`src/rtl/float_result_stage_if.sv`:
```
// Handshake bundle between the adder, the result stage and the downstream consumer.
// The slave modport is the stage's view. The master modport is the view of the surrounding logic.
interface float_result_stage_if;
  logic        in_valid;
  logic        in_ready;
  logic [31:0] in_a;
  logic [31:0] in_b;
  logic [31:0] in_result;
  logic        out_valid;
  logic        out_ready;
  logic [31:0] out_result;
  logic [3:0]  out_flags;

  modport master (
    output in_valid, in_a, in_b, in_result, out_ready,
    input  in_ready, out_valid, out_result, out_flags
  );

  modport slave (
    input  in_valid, in_a, in_b, in_result, out_ready,
    output in_ready, out_valid, out_result, out_flags
  );
endinterface

```
`src/rtl/float_result_stage.sv`:
```
// Registered output stage for the single-precision adder. It canonicalises NaNs, classifies each result,
// keeps sticky exception flags and a result count, and drives the results out through a 2-entry skid buffer.
module float_result_stage #(
  parameter logic [31:0] CANON_NAN = 32'h7FC0_0000,
  parameter int unsigned COUNT_W   = 16
) (
  input  logic                 clk,
  input  logic                 rst,
  float_result_stage_if.slave  bus,
  input  logic                 flags_clr,
  output logic [2:0]           sticky_flags,
  output logic [COUNT_W-1:0]   result_count
);

  typedef struct packed {
    logic [31:0] result;
    logic [3:0]  flags;   // {nv, of, uf, zero}
  } entry_t;

  localparam entry_t ENTRY_ZERO = '{result: 32'h0000_0000, flags: 4'h0};

  function automatic logic exp_all_ones(input logic [31:0] v);
    return v[30:23] == 8'hFF;
  endfunction

  function automatic logic is_nan(input logic [31:0] v);
    return exp_all_ones(v) && (v[22:0] != 23'd0);
  endfunction

  function automatic logic is_inf(input logic [31:0] v);
    return exp_all_ones(v) && (v[22:0] == 23'd0);
  endfunction

  // A quiet-bit of zero on a NaN marks it as signalling.
  function automatic logic is_snan(input logic [31:0] v);
    return is_nan(v) && !v[22];
  endfunction

  logic        nan_a_s, nan_b_s, inf_a_s, inf_b_s;
  logic        inf_clash_s, force_nan_s;
  logic        nv_s, of_s, uf_s, zero_s;
  logic [31:0] fixed_s;
  entry_t      new_entry_s;

  logic        accept_s, pop_s;
  logic        out_valid_r, out_valid_nxt_s;
  entry_t      out_entry_r, out_entry_nxt_s;
  logic        skid_valid_r, skid_valid_nxt_s;
  entry_t      skid_entry_r, skid_entry_nxt_s;
  logic        in_ready_r;
  logic [2:0]  sticky_r, sticky_nxt_s, new_bits_s;
  logic [COUNT_W-1:0] count_r, count_nxt_s;

  // Classify the operands and the raw result, and build the corrected entry.
  always_comb begin
    nan_a_s     = is_nan(bus.in_a);
    nan_b_s     = is_nan(bus.in_b);
    inf_a_s     = is_inf(bus.in_a);
    inf_b_s     = is_inf(bus.in_b);
    inf_clash_s = inf_a_s && inf_b_s && (bus.in_a[31] != bus.in_b[31]);
    nv_s        = is_snan(bus.in_a) || is_snan(bus.in_b) || inf_clash_s;
    force_nan_s = nan_a_s || nan_b_s || inf_clash_s || is_nan(bus.in_result);
    if (force_nan_s) begin
      fixed_s = CANON_NAN;
    end else begin
      fixed_s = bus.in_result;
    end
    // Overflow means the adder itself produced infinity from finite operands.
    of_s   = !force_nan_s && exp_all_ones(bus.in_result) && !inf_a_s && !inf_b_s;
    uf_s   = (fixed_s[30:23] == 8'h00) && (fixed_s[22:0] != 23'd0);
    zero_s = (fixed_s[30:0] == 31'd0);
    new_entry_s.result = fixed_s;
    new_entry_s.flags  = {nv_s, of_s, uf_s, zero_s};
  end

  assign accept_s = bus.in_valid && in_ready_r;
  assign pop_s    = out_valid_r && bus.out_ready;

  // Compute the next state of the skid buffer. The skid register fills only when the output register is blocked.
  always_comb begin
    out_valid_nxt_s  = out_valid_r;
    out_entry_nxt_s  = out_entry_r;
    skid_valid_nxt_s = skid_valid_r;
    skid_entry_nxt_s = skid_entry_r;
    if (skid_valid_r) begin
      if (pop_s) begin
        out_entry_nxt_s  = skid_entry_r;
        skid_valid_nxt_s = 1'b0;
      end else begin
        skid_valid_nxt_s = 1'b1;
      end
    end else if (accept_s) begin
      if (!out_valid_r || bus.out_ready) begin
        out_entry_nxt_s = new_entry_s;
        out_valid_nxt_s = 1'b1;
      end else begin
        skid_entry_nxt_s = new_entry_s;
        skid_valid_nxt_s = 1'b1;
      end
    end else if (pop_s) begin
      out_valid_nxt_s = 1'b0;
    end else begin
      out_valid_nxt_s = out_valid_r;
    end
  end

  // Compute the next sticky flags and result count. A flag set by the accepted entry survives a coincident clear.
  always_comb begin
    if (accept_s) begin
      new_bits_s  = {nv_s, of_s, uf_s};
      count_nxt_s = count_r + {{(COUNT_W-1){1'b0}}, 1'b1};
    end else begin
      new_bits_s  = 3'b000;
      count_nxt_s = count_r;
    end
    if (flags_clr) begin
      sticky_nxt_s = new_bits_s;
    end else begin
      sticky_nxt_s = sticky_r | new_bits_s;
    end
  end

  // Update all state registers. Reset clears both buffered entries.
  always_ff @(posedge clk) begin
    if (rst) begin
      out_valid_r  <= 1'b0;
      out_entry_r  <= ENTRY_ZERO;
      skid_valid_r <= 1'b0;
      skid_entry_r <= ENTRY_ZERO;
      in_ready_r   <= 1'b1;
      sticky_r     <= 3'b000;
      count_r      <= {COUNT_W{1'b0}};
    end else begin
      out_valid_r  <= out_valid_nxt_s;
      out_entry_r  <= out_entry_nxt_s;
      skid_valid_r <= skid_valid_nxt_s;
      skid_entry_r <= skid_entry_nxt_s;
      in_ready_r   <= !skid_valid_nxt_s;
      sticky_r     <= sticky_nxt_s;
      count_r      <= count_nxt_s;
    end
  end

  assign bus.in_ready   = in_ready_r;
  assign bus.out_valid  = out_valid_r;
  assign bus.out_result = out_entry_r.result;
  assign bus.out_flags  = out_entry_r.flags;
  assign sticky_flags   = sticky_r;
  assign result_count   = count_r;

endmodule
```
`src/flat_wrapper.sv`:
```
// flat-port wrapper written by rule: the top's interface ports become plain ports
module float_result_stage_flat 
#(
  parameter logic [31:0] CANON_NAN = 32'h7FC0_0000,
  parameter int unsigned COUNT_W   = 16
)
  (clk, rst, flags_clr, sticky_flags, result_count, bus_in_valid, bus_in_a, bus_in_b, bus_in_result, bus_out_ready, bus_in_ready, bus_out_valid, bus_out_result, bus_out_flags);
  float_result_stage_if bus_i ();
  input  logic clk;
  input  logic rst;
  input  logic flags_clr;
  output logic [2:0] sticky_flags;
  output logic [COUNT_W-1:0] result_count;
  input wire logic [$bits(bus_i.in_valid)-1:0] bus_in_valid;
  input wire logic [$bits(bus_i.in_a)-1:0] bus_in_a;
  input wire logic [$bits(bus_i.in_b)-1:0] bus_in_b;
  input wire logic [$bits(bus_i.in_result)-1:0] bus_in_result;
  input wire logic [$bits(bus_i.out_ready)-1:0] bus_out_ready;
  output wire logic [$bits(bus_i.in_ready)-1:0] bus_in_ready;
  output wire logic [$bits(bus_i.out_valid)-1:0] bus_out_valid;
  output wire logic [$bits(bus_i.out_result)-1:0] bus_out_result;
  output wire logic [$bits(bus_i.out_flags)-1:0] bus_out_flags;
  assign bus_i.in_valid = bus_in_valid;
  assign bus_i.in_a = bus_in_a;
  assign bus_i.in_b = bus_in_b;
  assign bus_i.in_result = bus_in_result;
  assign bus_i.out_ready = bus_out_ready;
  assign bus_in_ready = bus_i.in_ready;
  assign bus_out_valid = bus_i.out_valid;
  assign bus_out_result = bus_i.out_result;
  assign bus_out_flags = bus_i.out_flags;
  float_result_stage #(.CANON_NAN(CANON_NAN), .COUNT_W(COUNT_W)) u_core (.clk(clk), .rst(rst), .bus(bus_i), .flags_clr(flags_clr), .sticky_flags(sticky_flags), .result_count(result_count));
endmodule
```
`config.mk`:
```
export PLATFORM = sky130hd
export DESIGN_NAME = float_result_stage_flat
export DESIGN_NICKNAME = d
export VERILOG_FILES = /design/src/rtl/float_result_stage_if.sv /design/src/rtl/float_result_stage.sv /design/src/flat_wrapper.sv
export SDC_FILE = /design/constraint.sdc
export NUM_CORES = 1
export LEC_CHECK = 0
export ABC_AREA = 1
export BUFFER_PORTS_ARGS = -buffer_cell sky130_fd_sc_hd__buf_2
export CAP_MARGIN = 10
export CORE_ASPECT_RATIO = 0.7
export CORE_MARGIN = 2
export CORE_UTILIZATION = 50
export DETAILED_ROUTE_END_ITERATION = 8
export PLACE_DENSITY = 0.84
export SYNTH_ARGS = -nofsm -noshare
export SYNTH_HDL_FRONTEND = slang
export SYNTH_SLANG_ARGS = --single-unit
```
`constraint.sdc`:
```
create_clock -name clk -period 2.3 [get_ports clk]
set_input_delay 0.345 -clock clk [delete_from_list [all_inputs] [get_ports clk]]
set_output_delay 0.345 -clock clk [all_outputs]
set_load 0.02 [all_outputs]
```
# ---- Yosys cells after proc, flatten, opt, wreduce, memory -nomap -nowiden
# Index checks and enable logic that the tools add are counted.
dict set report totals {
  out_inout_bits 57
  ramBits 0
  elab_cells 75
  n_memories 0
  rom_bits 0
  latchBits 0
  ff_bits 94
  inputBits 101
}
dict set report classes {
  muxes 14
  div 0
  shifts 0
  order_cmp 0
  n_mul 0
  n_bitwise 3
  addsub 1
  n_reduce_logical 42
  n_eq_ne 6
}
# operator n
set op_table {}
lappend op_table {{$mux W36} 4}
lappend op_table {{$reduce_bool A23 Y1} 4}
lappend op_table {{$logic_not A23 Y1} 2}
lappend op_table {{$mux W32} 1}
lappend op_table {{$logic_not A31 Y1} 1}
lappend op_table {{$eq A8 B8 Y1 const B} 3}
lappend op_table {{$add A16 B1 Y16 const B} 1}
lappend op_table {{$logic_and A1 B1 Y1} 15}
lappend op_table {{$reduce_and A3 Y1} 3}
lappend op_table {{$logic_not A8 Y1} 1}
lappend op_table {{$logic_not A1 Y1} 7}
lappend op_table {{$mux W1} 7}
lappend op_table {{$logic_or A1 B1 Y1} 6}
lappend op_table {{$mux W3} 2}
lappend op_table {{$reduce_bool A2 Y1} 3}
lappend op_table {{$or A3 B3 Y3} 1}
lappend op_table {{$ne A2 B1 Y1 const B} 1}
lappend op_table {{$ne A2 B2 Y1 const B} 1}
lappend op_table {{$not A1 Y1} 2}
lappend op_table {{$ne A1 B1 Y1} 1}

# ---- Logic depth before layout (Yosys ltp)
# Gate-level depths: netlist of the first run.
dict set report logic_depth {
  word_depth 13
  ltp_mapped 15
  mapped_depth_nobuf 15
}

# ---- Worst setup path after synthesis of the first run
# No wires, ideal clock.
dict set report synth_timing {
  kind {reg-to-reg}
  startpoint {register u_core.count_r[1], in the netlist u_core.result_count[1]}
  endpoint {register u_core.count_r[14], in the netlist u_core.result_count[14]}
  stages_incl_launch_ff 13
  required_ps 2167
  t_arrival_ps 1730
  path_buffers 0
  path_slack_ps 437
  synth_period_minus_slack_ps 1863
  cell_sequence {dfxtp_1 ha_1 inv_1 nor3_2 nand2_1 inv_1 nand4_1 nor2_1 nand3_1 nor2_1 nand2_1 nor3_1 nor3_1}
}
dict set report synth_between {
  elab_chain_cells 1
}
# item line
set synth_lines {}
lappend synth_lines {{from (decl)} float_result_stage.sv:52} ;# logic [COUNT_W-1:0] count_r, count_nxt_s;
lappend synth_lines {{from (signal assigned)} float_result_stage.sv:132} ;# count_r <= {COUNT_W{1'b0}};
lappend synth_lines {{from (signal assigned)} float_result_stage.sv:140} ;# count_r <= count_nxt_s;
lappend synth_lines {{$add A16 B1 Y16} float_result_stage.sv:111} ;# count_nxt_s = count_r + {{(COUNT_W-1){1'b0}}, 1'b1};
# Every way passes these cells.
# A chain may end at the register's enable or synchronous reset.

# ---- Worst setup path in the final report of the first run
dict set report layout_timing {
  startpoint {register u_core.in_ready_r, in the netlist u_core.bus.in_ready}
  endpoint {register u_core.count_r[15], in the netlist u_core.result_count[15]}
}
dict set report layout_between {
  elab_chain_cells 1
}
# item line
set layout_lines {}
lappend layout_lines {{from (decl)} float_result_stage.sv:50} ;# logic in_ready_r;
lappend layout_lines {{from (signal assigned)} float_result_stage.sv:138} ;# in_ready_r <= !skid_valid_nxt_s;
lappend layout_lines {{$logic_and A1 B1 Y1} float_result_stage.sv:76} ;# assign accept_s = bus.in_valid && in_ready_r;
# Every way passes these cells.

==> flow_metrics.env, run 1 <==
export IMPL_antenna_cells=0
export IMPL_worstSetupStartpointType="flop"
export IMPL_skew_ns=0.00453
export IMPL_crit_required_ns=2.58
export IMPL_maxCapViolCount=0
export IMPL_h_tree_depth=3
export IMPL_final_antenna_net_count=0
export IMPL_clkPwrFrac=0.412
export IMPL_gp_congestion=0.922
export IMPL_start_util=0.513
export IMPL_met2_wirelength_mm=6.00
export IMPL_first_global_vias=4535
export IMPL_port_buffers=157
export IMPL_antenna_found_initial=0
export IMPL_ys_seq_elements=94
export IMPL_hp_class="input port to flop"
export IMPL_via_per_inst=5.53
export IMPL_synth_edf_count=0
export IMPL_drive_gt1_frac=0.266
export IMPL_maxUsedRoutingLayer="met4"
export IMPL_synth_flop_cell="dfxtp_1"
export IMPL_drtIter0Drc=362
export IMPL_setup_viol=0
export IMPL_hold_viol_final=0
export IMPL_p_leak_nw=2.58
export IMPL_clock_sinks=94
export IMPL_end_kind="flop"
export IMPL_num_vias=4824
export IMPL_clockBufferDepth=2
export IMPL_ys_types=34
export IMPL_syn_inst=616
export IMPL_cts_clk_slew_worst_paths_ns=0.06
export IMPL_avgSynthCellArea_sq_um=7.00
export IMPL_die_y_um=81.7
export IMPL_wirelength_mm=13.1
export IMPL_yosysSeqAreaShare=0.436
export IMPL_die_width_um=115
export IMPL_cp_max_fo=7
export IMPL_synth_common_cells="119 x a21oi_1, 99 x nand2_1, 94 x dfxtp_1"
export IMPL_cp_common_cell="nor2_1"
export IMPL_cpMaxStageDelayCell="dfxtp_1"
export IMPL_grt_total_usage=0.290
export IMPL_grt_max_degree=46
export IMPL_dieArea_sq_um=9400
export IMPL_cts_tree="built"
export IMPL_max_freq_mhz=485
export IMPL_setup_tns_ns=0
export IMPL_fin_crit_ns=2.06
export IMPL_slew_viol_final=0
export IMPL_max_slew_margin=0.607
export IMPL_dp_hpwl_mm=9.49
export IMPL_grt_pass1_wl_mm=21.2
export IMPL_ys_top_cells_by_area="dfxtp_1 44%, a21oi_1 14%, nand2_1 8.6%"
export IMPL_path_cells="nand2_2 -> inv_2 -> nand3_1 -> nor2_1 -> nand4_1 -> nor2_1 -> nand3_1 -> nor2_1 -> nand3_1 -> nor2_1 -> o21ai_1 -> a21oi_1"
export IMPL_critPathMaxStageDelay_ns=0.33
export IMPL_rsz0062_at_grt="false"
export IMPL_nets=864
export IMPL_p_sw_frac=0.255
export IMPL_synth_area_leader_cell="dfxtp_1"
export IMPL_post_synth_top_count_cell="a21oi_1"
export IMPL_cts_made_buffers=9
export IMPL_critPathKind="flop to flop"
export IMPL_async_reset_ff_frac=0
export IMPL_hold_buffers=0
export IMPL_power_share_combinational=0.147
export IMPL_synth_top_area_frac=0.436
export IMPL_cts_setup_buffers=0
export IMPL_fp_coreArea_sq_um=8410
export IMPL_outcome="finished clean"
export IMPL_tightest_slew_ns=0.589
export IMPL_num_rows=28
export IMPL_power_frac_seq=0.441
export IMPL_wl_per_cell_um=15.0
export IMPL_wl_met3_mm=1.13
export IMPL_cts_root_buf="clkbuf_16"
export IMPL_postSynthNetCount=718
export IMPL_switchingPower_mw=1.02
export IMPL_power_density_nw_per_um2=722
export IMPL_dr_pass1_iters=5
export IMPL_fin_crit_sh=0.897
export IMPL_wl_met1_mm=5.77
export IMPL_netlist_area_sq_um=4310
export IMPL_peakVddDrop_mv=0.644
export IMPL_overflow=0
export IMPL_cp_arrival_ns=2.35
export IMPL_p_int_mw=2.97
export IMPL_drc=0
export IMPL_clk_latency_ns=0.35
export IMPL_areaGrowthSynthToFinish_pct=28.0
export IMPL_yosys_warnings=0
export IMPL_io_pins=158
export IMPL_final_util=0.657
-- per-stage QoR --
stage	power [mW]	cell area, sq um	std cells	setup WS, ns	hold WS (ns)
floorplan	2.12	4310	616	0.437	0.446
global placement	2.35	5180	856	0.203	0.448
detailed placement	2.37	5180	856	0.0882	0.452
CTS	4.00	5520	872	0.241	0.257
global route	4.14	5520	872	0.00913	0.270
finish	3.99	5520	872	0.237	0.267
-- power by group through the flow --
stage	logic (mW)	registers (mW)	clock network (mW)
after floorplan	0.257	1.86	0
after global placement	0.559	1.79	0
after detailed placement	0.574	1.79	0
after CTS	0.579	1.76	1.66
after global routing	0.644	1.77	1.73
final	0.585	1.76	1.64
-- path summary, 6_finish.rpt --
path                                          start                                      to  slack (ns)  depth (start not counted)
max                  u_core.bus.in_ready$_SDFF_PP1_    u_core.result_count[15]$_SDFFE_PP0P_        0.24                         12
min                                bus_in_result[9]    u_core.skid_entry_r[13]$_SDFFE_PP0P_        0.27                          3
max reg2reg          u_core.bus.in_ready$_SDFF_PP1_    u_core.result_count[15]$_SDFFE_PP0P_        0.24                         12
min reg2reg  u_core.bus.out_result[15]$_SDFFE_PP0P_  u_core.bus.out_result[15]$_SDFFE_PP0P_        0.46                          2
-- placed cells by master (no fill, tap or decap), types with 2 or more instances in the layout --
cell type,instances
nand3_1,26
a21oi_1,119
o21ai_1,6
buf_4,11
clkinv_1,2
a31oi_1,3
nor3b_1,2
clkbuf_8,3
clkbuf_16,9
buf_2,157
nor2_1,80
nand2_2,6
nand2_1,98
buf_12,2
bufinv_16,2
inv_2,2
nand2_4,2
nor4_1,3
nor3_1,5
nand4_1,8
dfxtp_1,94
nor2_2,2
inv_1,41
o21ai_0,71
-- registers in the layout, indices dropped and copies added, names as in the netlist --
register	flops
u_core.bus.in_ready	1
u_core.bus.out_result	32
u_core.bus.out_valid	1
u_core.skid_valid_r	1
u_core.skid_entry_r	36
u_core.sticky_flags	3
u_core.result_count	16
u_core.bus.out_flags	4
-- cell type report --
cell class                      count  area (sq um)
Sequential cell                    94          1880
Clock inverter                      3          65.1
Multi-Input combinational cell    441          2090
Tap cell                          105           131
Timing Repair Buffer              170           908
Fill cell                         719          2890
Inverter                           46           178
Clock buffer                       13           270
-- critical path: cells and delay by family, from the launching register on --
family,cells,cell delay [ns]
DFF,1,0.33
and+or+nand+nor,9,1.32
AOI/OAI and AO/OA,2,0.21
buffers and inverters,1,0.14
-- timing repair --
| item | 4_1_cts | 5_1_grt |
|---|---|---|
| gates resized for setup | 0 | 1 |
| setup endpoints to repair | 0 | 1 |
| hold endpoints to repair | 0 | 0 |
-- cells by family after synthesis --
kind of cell / after synthesis / share of synthesized area
flops: 94 / 0.436
fa+ha+maj: 1 / 0.00290
simple gates: 236 / 0.238
xor+xnor: 1 / 0.00203
buf+inv: 81 / 0.0806
compound gates: 203 / 0.240
-- metal layers --
layer | global-route usage | vias to the layer above
met5 | 0 | -
met4 | 0.0940 | 0
met3 | 0.0871 | 24
met2 | 0.458 | 230
met1 | 0.384 | 2221
li1 | - | 2349
(Power assumes the default switching activity.)
==> run 2: changes to the inputs <==
--- a/config.mk
+++ b/config.mk
@@ -13,6 +13,7 @@
 export CORE_UTILIZATION = 50
 export DETAILED_ROUTE_END_ITERATION = 8
 export PLACE_DENSITY = 0.84
+export REMOVE_ABC_BUFFERS = 1
 export SYNTH_ARGS = -nofsm -noshare
 export SYNTH_HDL_FRONTEND = slang
 export SYNTH_SLANG_ARGS = --single-unit
==> run 2 against run 1 <==
Net effect: via count shrank 1.5%; core utilization shrank 0.89 points; critical path depth is the same; global-route usage shrank 1.4 points; clock skew grew 0.0024 ns; worst setup slack gained 0.071 ns; wire length shrank 3.5%; die area is the same; first-iteration DRC count grew 12%; clock power shrank 13%; critical path type unchanged; highest routed layer unchanged.
==> flow_metrics.env, run 2 (same netlist as run 1, synthesis figures left out) <==
export IMPL_clockBufferDepth=2
export IMPL_dieArea_sq_um=9400
export IMPL_final_cell_mix="157 x buf_2, 119 x a21oi_1, 99 x nand2_1"
export IMPL_fin_crit_ns=1.99
export IMPL_die_y_um=81.7
export IMPL_hold_viol_final=0
export IMPL_cp_max_fo=4
export IMPL_antenna_cells=0
export IMPL_first_global_vias=4524
export IMPL_reg2reg_to="u_core.result_count[14]$_SDFFE_PP0P_"
export IMPL_grtUsageMet1=0.351
export IMPL_worstRegToRegCells=12
export IMPL_grt_pass1_wl_mm=20.6
export IMPL_grt_met3_usage=0.0723
export IMPL_clkPwrFrac=0.378
export IMPL_cts_root_buf="clkbuf_16"
export IMPL_areaGrowthSynthToFinish_pct=26.2
export IMPL_maxCapViolCount=0
export IMPL_via_per_inst=5.45
export IMPL_cts_tree="built"
export IMPL_final_antenna_net_count=0
export IMPL_drc=0
export IMPL_power_share_combinational=0.154
export IMPL_power_mw=3.76
export IMPL_setup_viol=0
export IMPL_cpMaxStageDelayCell="dfxtp_1"
export IMPL_switchingPower_mw=1.01
export IMPL_overflow=0
export IMPL_port_buffers=157
export IMPL_path_cells="ha_1 -> inv_1 -> nor3_2 -> nand2_1 -> inv_1 -> nand4_1 -> nor2_1 -> nand3_1 -> nor2_1 -> nand2_1 -> nor3_1 -> nor3_1"
export IMPL_grt_max_degree=64
export IMPL_p_leak_nw=2.54
export IMPL_io_pins=158
export IMPL_die_width_um=115
export IMPL_hp_class="input port to flop"
export IMPL_cp_arrival_ns=2.21
export IMPL_h_tree_depth=3
export IMPL_rsz0062_at_grt="false"
export IMPL_skew_ns=0.00697
export IMPL_cts_made_buffers=9
export IMPL_drive_gt1_frac=0.265
export IMPL_nFillCells=767
export IMPL_crit_buf_inv=2
export IMPL_final_util=0.648
export IMPL_dp_hpwl_mm=8.87
export IMPL_worstSetupStartpointType="flop"
export IMPL_grt_total_usage=0.276
export IMPL_nets=864
export IMPL_crit_path_end="u_core.result_count[14]$_SDFFE_PP0P_"
export IMPL_hold_start="bus_in_result[14]"
export IMPL_end_kind="flop"
export IMPL_num_vias=4753
export IMPL_tightest_slew_ns=0.587
export IMPL_met2_usage=0.452
export IMPL_crit_required_ns=2.52
export IMPL_drtIter0Drc=405
export IMPL_fp_coreArea_sq_um=8410
export IMPL_cts_setup_buffers=0
export IMPL_wirelength_mm=12.7
export IMPL_outcome="finished clean"
export IMPL_cts_clk_slew_worst_paths_ns=0.06
export IMPL_gp_congestion=0.898
export IMPL_peakVddDrop_mv=0.492
export IMPL_start_util=0.513
export IMPL_clk_latency_ns=0.34
export IMPL_critPathMaxStageDelay_ns=0.36
export IMPL_max_freq_mhz=502
export IMPL_critPathKind="flop to flop"
export IMPL_antenna_found_initial=0
export IMPL_cp_startpoint="u_core.result_count[1]$_SDFFE_PP0P_"
export IMPL_fin_crit_sh=0.866
export IMPL_power_density_nw_per_um2=691
export IMPL_path_depth=12
export IMPL_crit_family="simple AND/OR/NAND/NOR gates"
export IMPL_hold_buffers=0
export IMPL_grt_busiest_layer="met2"
export IMPL_wl_per_cell_um=14.5
export IMPL_regToRegStartpoint="u_core.result_count[1]$_SDFFE_PP0P_"
export IMPL_slew_viol_final=0
export IMPL_p_sw_frac=0.270
export IMPL_layout_commonest_cell="buf_2"
export IMPL_top_register="u_core.skid_entry_r"
export IMPL_cts_resized=0
export IMPL_dr_pass1_iters=5
export IMPL_max_slew_margin=0.609
export IMPL_power_frac_seq=0.468
export IMPL_p_int_mw=2.75
export IMPL_rrSetupSlack_ns=0.31
export IMPL_num_rows=28
export IMPL_clock_sinks=94
export IMPL_largest_reg_flops=36
## run 2: area by class of cell
type / instances / area [sq um] / share of cell area
Sequential cell: 94 / 1880 / 0.346
Inverter: 46 / 178 / 0.0326
Timing Repair Buffer: 170 / 883 / 0.162
Multi-Input combinational cell: 441 / 2080 / 0.383
Tap cell: 105 / 131 / 0.0241
Clock inverter: 3 / 17.5 / 0.00322
Clock buffer: 13 / 270 / 0.0496
## run 2: tightest hold or removal path: cells and delay by family
kind            cells  cell delay (ns)
buf+inv             1             0.11
simple gates        1             0.06
compound gates      1             0.05
## run 2: worst min path at each step
stage                     cells after the start  slack, ns                                   end
after floorplan                               1       0.41  u_core.bus.out_flags[0]$_SDFFE_PP0P_
final                                         3       0.28  u_core.skid_entry_r[18]$_SDFFE_PP0P_
after global placement                        1       0.44  u_core.result_count[15]$_SDFFE_PP0P_
after global routing                          3       0.28  u_core.skid_entry_r[18]$_SDFFE_PP0P_
after detailed placement                      1       0.44  u_core.result_count[15]$_SDFFE_PP0P_
after CTS                                     3       0.27  u_core.skid_entry_r[13]$_SDFFE_PP0P_
## run 2: metrics by stage
step | instance area (sq um) | worst slack (ns) | hold slack, ns | setup TNS [ns] | cells
2_1_floorplan | 4140 | -0.421 | 0.407 | -19.08 | 581
3_3_place_gp | 5160 | 0.192 | 0.441 | 0 | 856
3_5_place_dp | 5160 | 0.119 | 0.442 | 0 | 856
5_1_grt | 5450 | 0.0766 | 0.285 | 0 | 872
4_1_cts | 5450 | 0.334 | 0.267 | 0 | 872
6_report | 5450 | 0.308 | 0.276 | 0 | 872
## run 2: layer usage
metal  share of wire  vias up  routed length (um)
met5               0        -                   0
met4           0.024        0                 310
met3           0.073       30                 918
met2            0.47      202                5950
met1            0.43     2171                5480
li1                -     2350                   -
## run 2: power groups by stage
stage	combinational, mW	clock, mW	sequential [mW]
floorplan	0.231	0	1.87
global placement	0.554	0	1.79
detailed placement	0.570	0	1.79
CTS	0.575	1.44	1.76
global route	0.641	1.51	1.77
finish	0.579	1.42	1.76
==> run 3: changes to the inputs <==
--- a/config.mk
+++ b/config.mk
@@ -9,7 +9,6 @@
 export BUFFER_PORTS_ARGS = -buffer_cell sky130_fd_sc_hd__buf_2
 export CAP_MARGIN = 10
 export CORE_ASPECT_RATIO = 0.7
-export CORE_MARGIN = 2
 export CORE_UTILIZATION = 50
 export DETAILED_ROUTE_END_ITERATION = 8
 export PLACE_DENSITY = 0.84
==> run 3 against run 2 <==
Net effect: wire length down 1.4%; sequential share of layout area fell by 0.36 points; cell count fell by 0.23%; core utilization is 3.1 points higher; non-clock buffer count grew 2; clock skew is 0.0039 ns lower; flip-flop and latch count did not move; die area down 4.1%; combinational power about the same; sequential power hardly changed; total power grew 5.7%; register-to-register slack is essentially flat; critical path type unchanged; largest power group unchanged.
==> flow_metrics.env, run 3 (same netlist as run 1, synthesis figures left out) <==
export IMPL_nets=866
export IMPL_crit_required_ns=2.56
export IMPL_die_y_um=79.7
export IMPL_wirelength_mm=12.5
export IMPL_setup_viol=0
export IMPL_worstSetupStartpointType="flop"
export IMPL_overflow=0
export IMPL_max_slew_margin=0.621
export IMPL_power_share_combinational=0.145
export IMPL_clockBufferDepth=2
export IMPL_skew_ns=0.00310
export IMPL_tightest_slew_ns=0.569
export IMPL_num_rows=27
export IMPL_gp_congestion=0.908
export IMPL_hold_viol_final=0
export IMPL_peakVddDrop_mv=0.702
export IMPL_critPathKind="flop to flop"
export IMPL_antenna_found_initial=0
export IMPL_power_frac_seq=0.443
export IMPL_cts_setup_buffers=0
export IMPL_io_pins=158
export IMPL_hold_depth=3
export IMPL_wl_per_cell_um=14.3
export IMPL_maxCapViolCount=0
export IMPL_switchingPower_mw=1.01
export IMPL_final_cell_mix="157 x buf_2, 119 x a21oi_1, 99 x nand2_1"
export IMPL_end_kind="flop"
export IMPL_p_int_mw=2.97
export IMPL_max_freq_mhz=499
export IMPL_hold_buffers=0
export IMPL_slew_viol_final=0
export IMPL_cts_tree="built"
export IMPL_final_antenna_net_count=0
export IMPL_start_util=0.532
export IMPL_grt_pass1_wl_mm=20.7
export IMPL_cts_root_buf="clkbuf_16"
export IMPL_largest_reg_flops=36
export IMPL_num_vias=4699
export IMPL_dp_hpwl_mm=8.90
export IMPL_clkPwrFrac=0.412
export IMPL_h_tree_depth=3
export IMPL_power_mw=3.98
export IMPL_cts_clk_slew_worst_paths_ns=0.06
export IMPL_cts_made_buffers=9
export IMPL_worstRegToRegCells=12
export IMPL_drtIter0Drc=298
export IMPL_cp_max_fo=7
export IMPL_drc=0
export IMPL_top_register="u_core.skid_entry_r"
export IMPL_clk_latency_ns=0.34
export IMPL_fin_crit_ns=2.00
export IMPL_cts_resized=0
export IMPL_fin_crit_sh=0.871
export IMPL_worst_slack_ns=0.298
export IMPL_port_buffers=157
export IMPL_cp_arrival_ns=2.26
export IMPL_rsz0062_at_grt="false"
export IMPL_p_sw_frac=0.253
export IMPL_first_global_vias=4608
export IMPL_fp_coreArea_sq_um=8110
export IMPL_grt_total_usage=0.287
export IMPL_drive_gt1_frac=0.267
export IMPL_pre_cts_ws_ns=0.181
export IMPL_p_leak_nw=2.58
export IMPL_via_per_inst=5.40
export IMPL_grt_max_degree=64
export IMPL_dr_pass1_iters=5
export IMPL_layout_commonest_cell="buf_2"
export IMPL_antenna_cells=0
export IMPL_outcome="finished clean"
export IMPL_clock_sinks=94
export IMPL_dieArea_sq_um=9010
export IMPL_areaGrowthSynthToFinish_pct=27.6
export IMPL_hp_class="input port to flop"
export IMPL_die_width_um=113
export IMPL_power_density_nw_per_um2=723
## run 3: routing by layer
layer  up-vias  wire length, um  GRT usage
li1       2356                -          -
met1      2119             5550      0.358
met2       201             5830      0.494
met3        23              921     0.0607
met4         0              175      0.104
met5         -                0          0
## run 3: power groups by stage
stage	clock, mW	combinational (mW)	sequential [mW]
after detailed placement	0	0.569	1.79
after global placement	0	0.554	1.79
after CTS	1.65	0.573	1.76
after global routing	1.72	0.635	1.77
final	1.64	0.578	1.76
after floorplan	0	0.231	1.87
## run 3: critical path, stage by stage, from the launching register on
cell and delay [ns]:
dfxtp_1 0.34, nand2_2 0.12, inv_2 0.15, nand3_1 0.13
nor2_1 0.14, nand4_1 0.13, nor2_1 0.12, nand3_1 0.13
nor2_1 0.16, nand3_1 0.12, nor2_1 0.16, o21ai_1 0.08
a21oi_1 0.16
## run 3: worst paths after layout
check / startpoint / endpoint / slack (ns)
worst min-delay path: bus_in_result[13] / u_core.skid_entry_r[17]$_SDFFE_PP0P_ / 0.28
worst max register to register: u_core.bus.in_ready$_SDFF_PP1_ / u_core.result_count[15]$_SDFFE_PP0P_ / 0.30
worst min register to register: u_core.bus.out_flags[1]$_SDFFE_PP0P_ / u_core.bus.out_flags[1]$_SDFFE_PP0P_ / 0.46
worst max-delay path: u_core.bus.in_ready$_SDFF_PP1_ / u_core.result_count[15]$_SDFFE_PP0P_ / 0.30
## run 3: stage by stage
stage	util	setup TNS, ns	hold slack, ns	std cells	area [sq um]
after global placement	0.638	0	0.441	854	5170
after floorplan	-	-19.08	0.407	581	4140
after detailed placement	0.638	0	0.455	854	5170
after global routing	0.679	0	0.282	870	5500
final	0.679	0	0.277	870	5500
after CTS	0.679	0	0.271	870	5500
## run 3: final cells by class
class / count / area [sq um]
clock inverters: 3 / 65.1
well taps: 101 / 126
inverters: 46 / 178
repair buffers: 172 / 898
multi-input cells: 441 / 2080
fillers: 675 / 2600
flip-flops and latches: 94 / 1880
clock buffers: 13 / 270
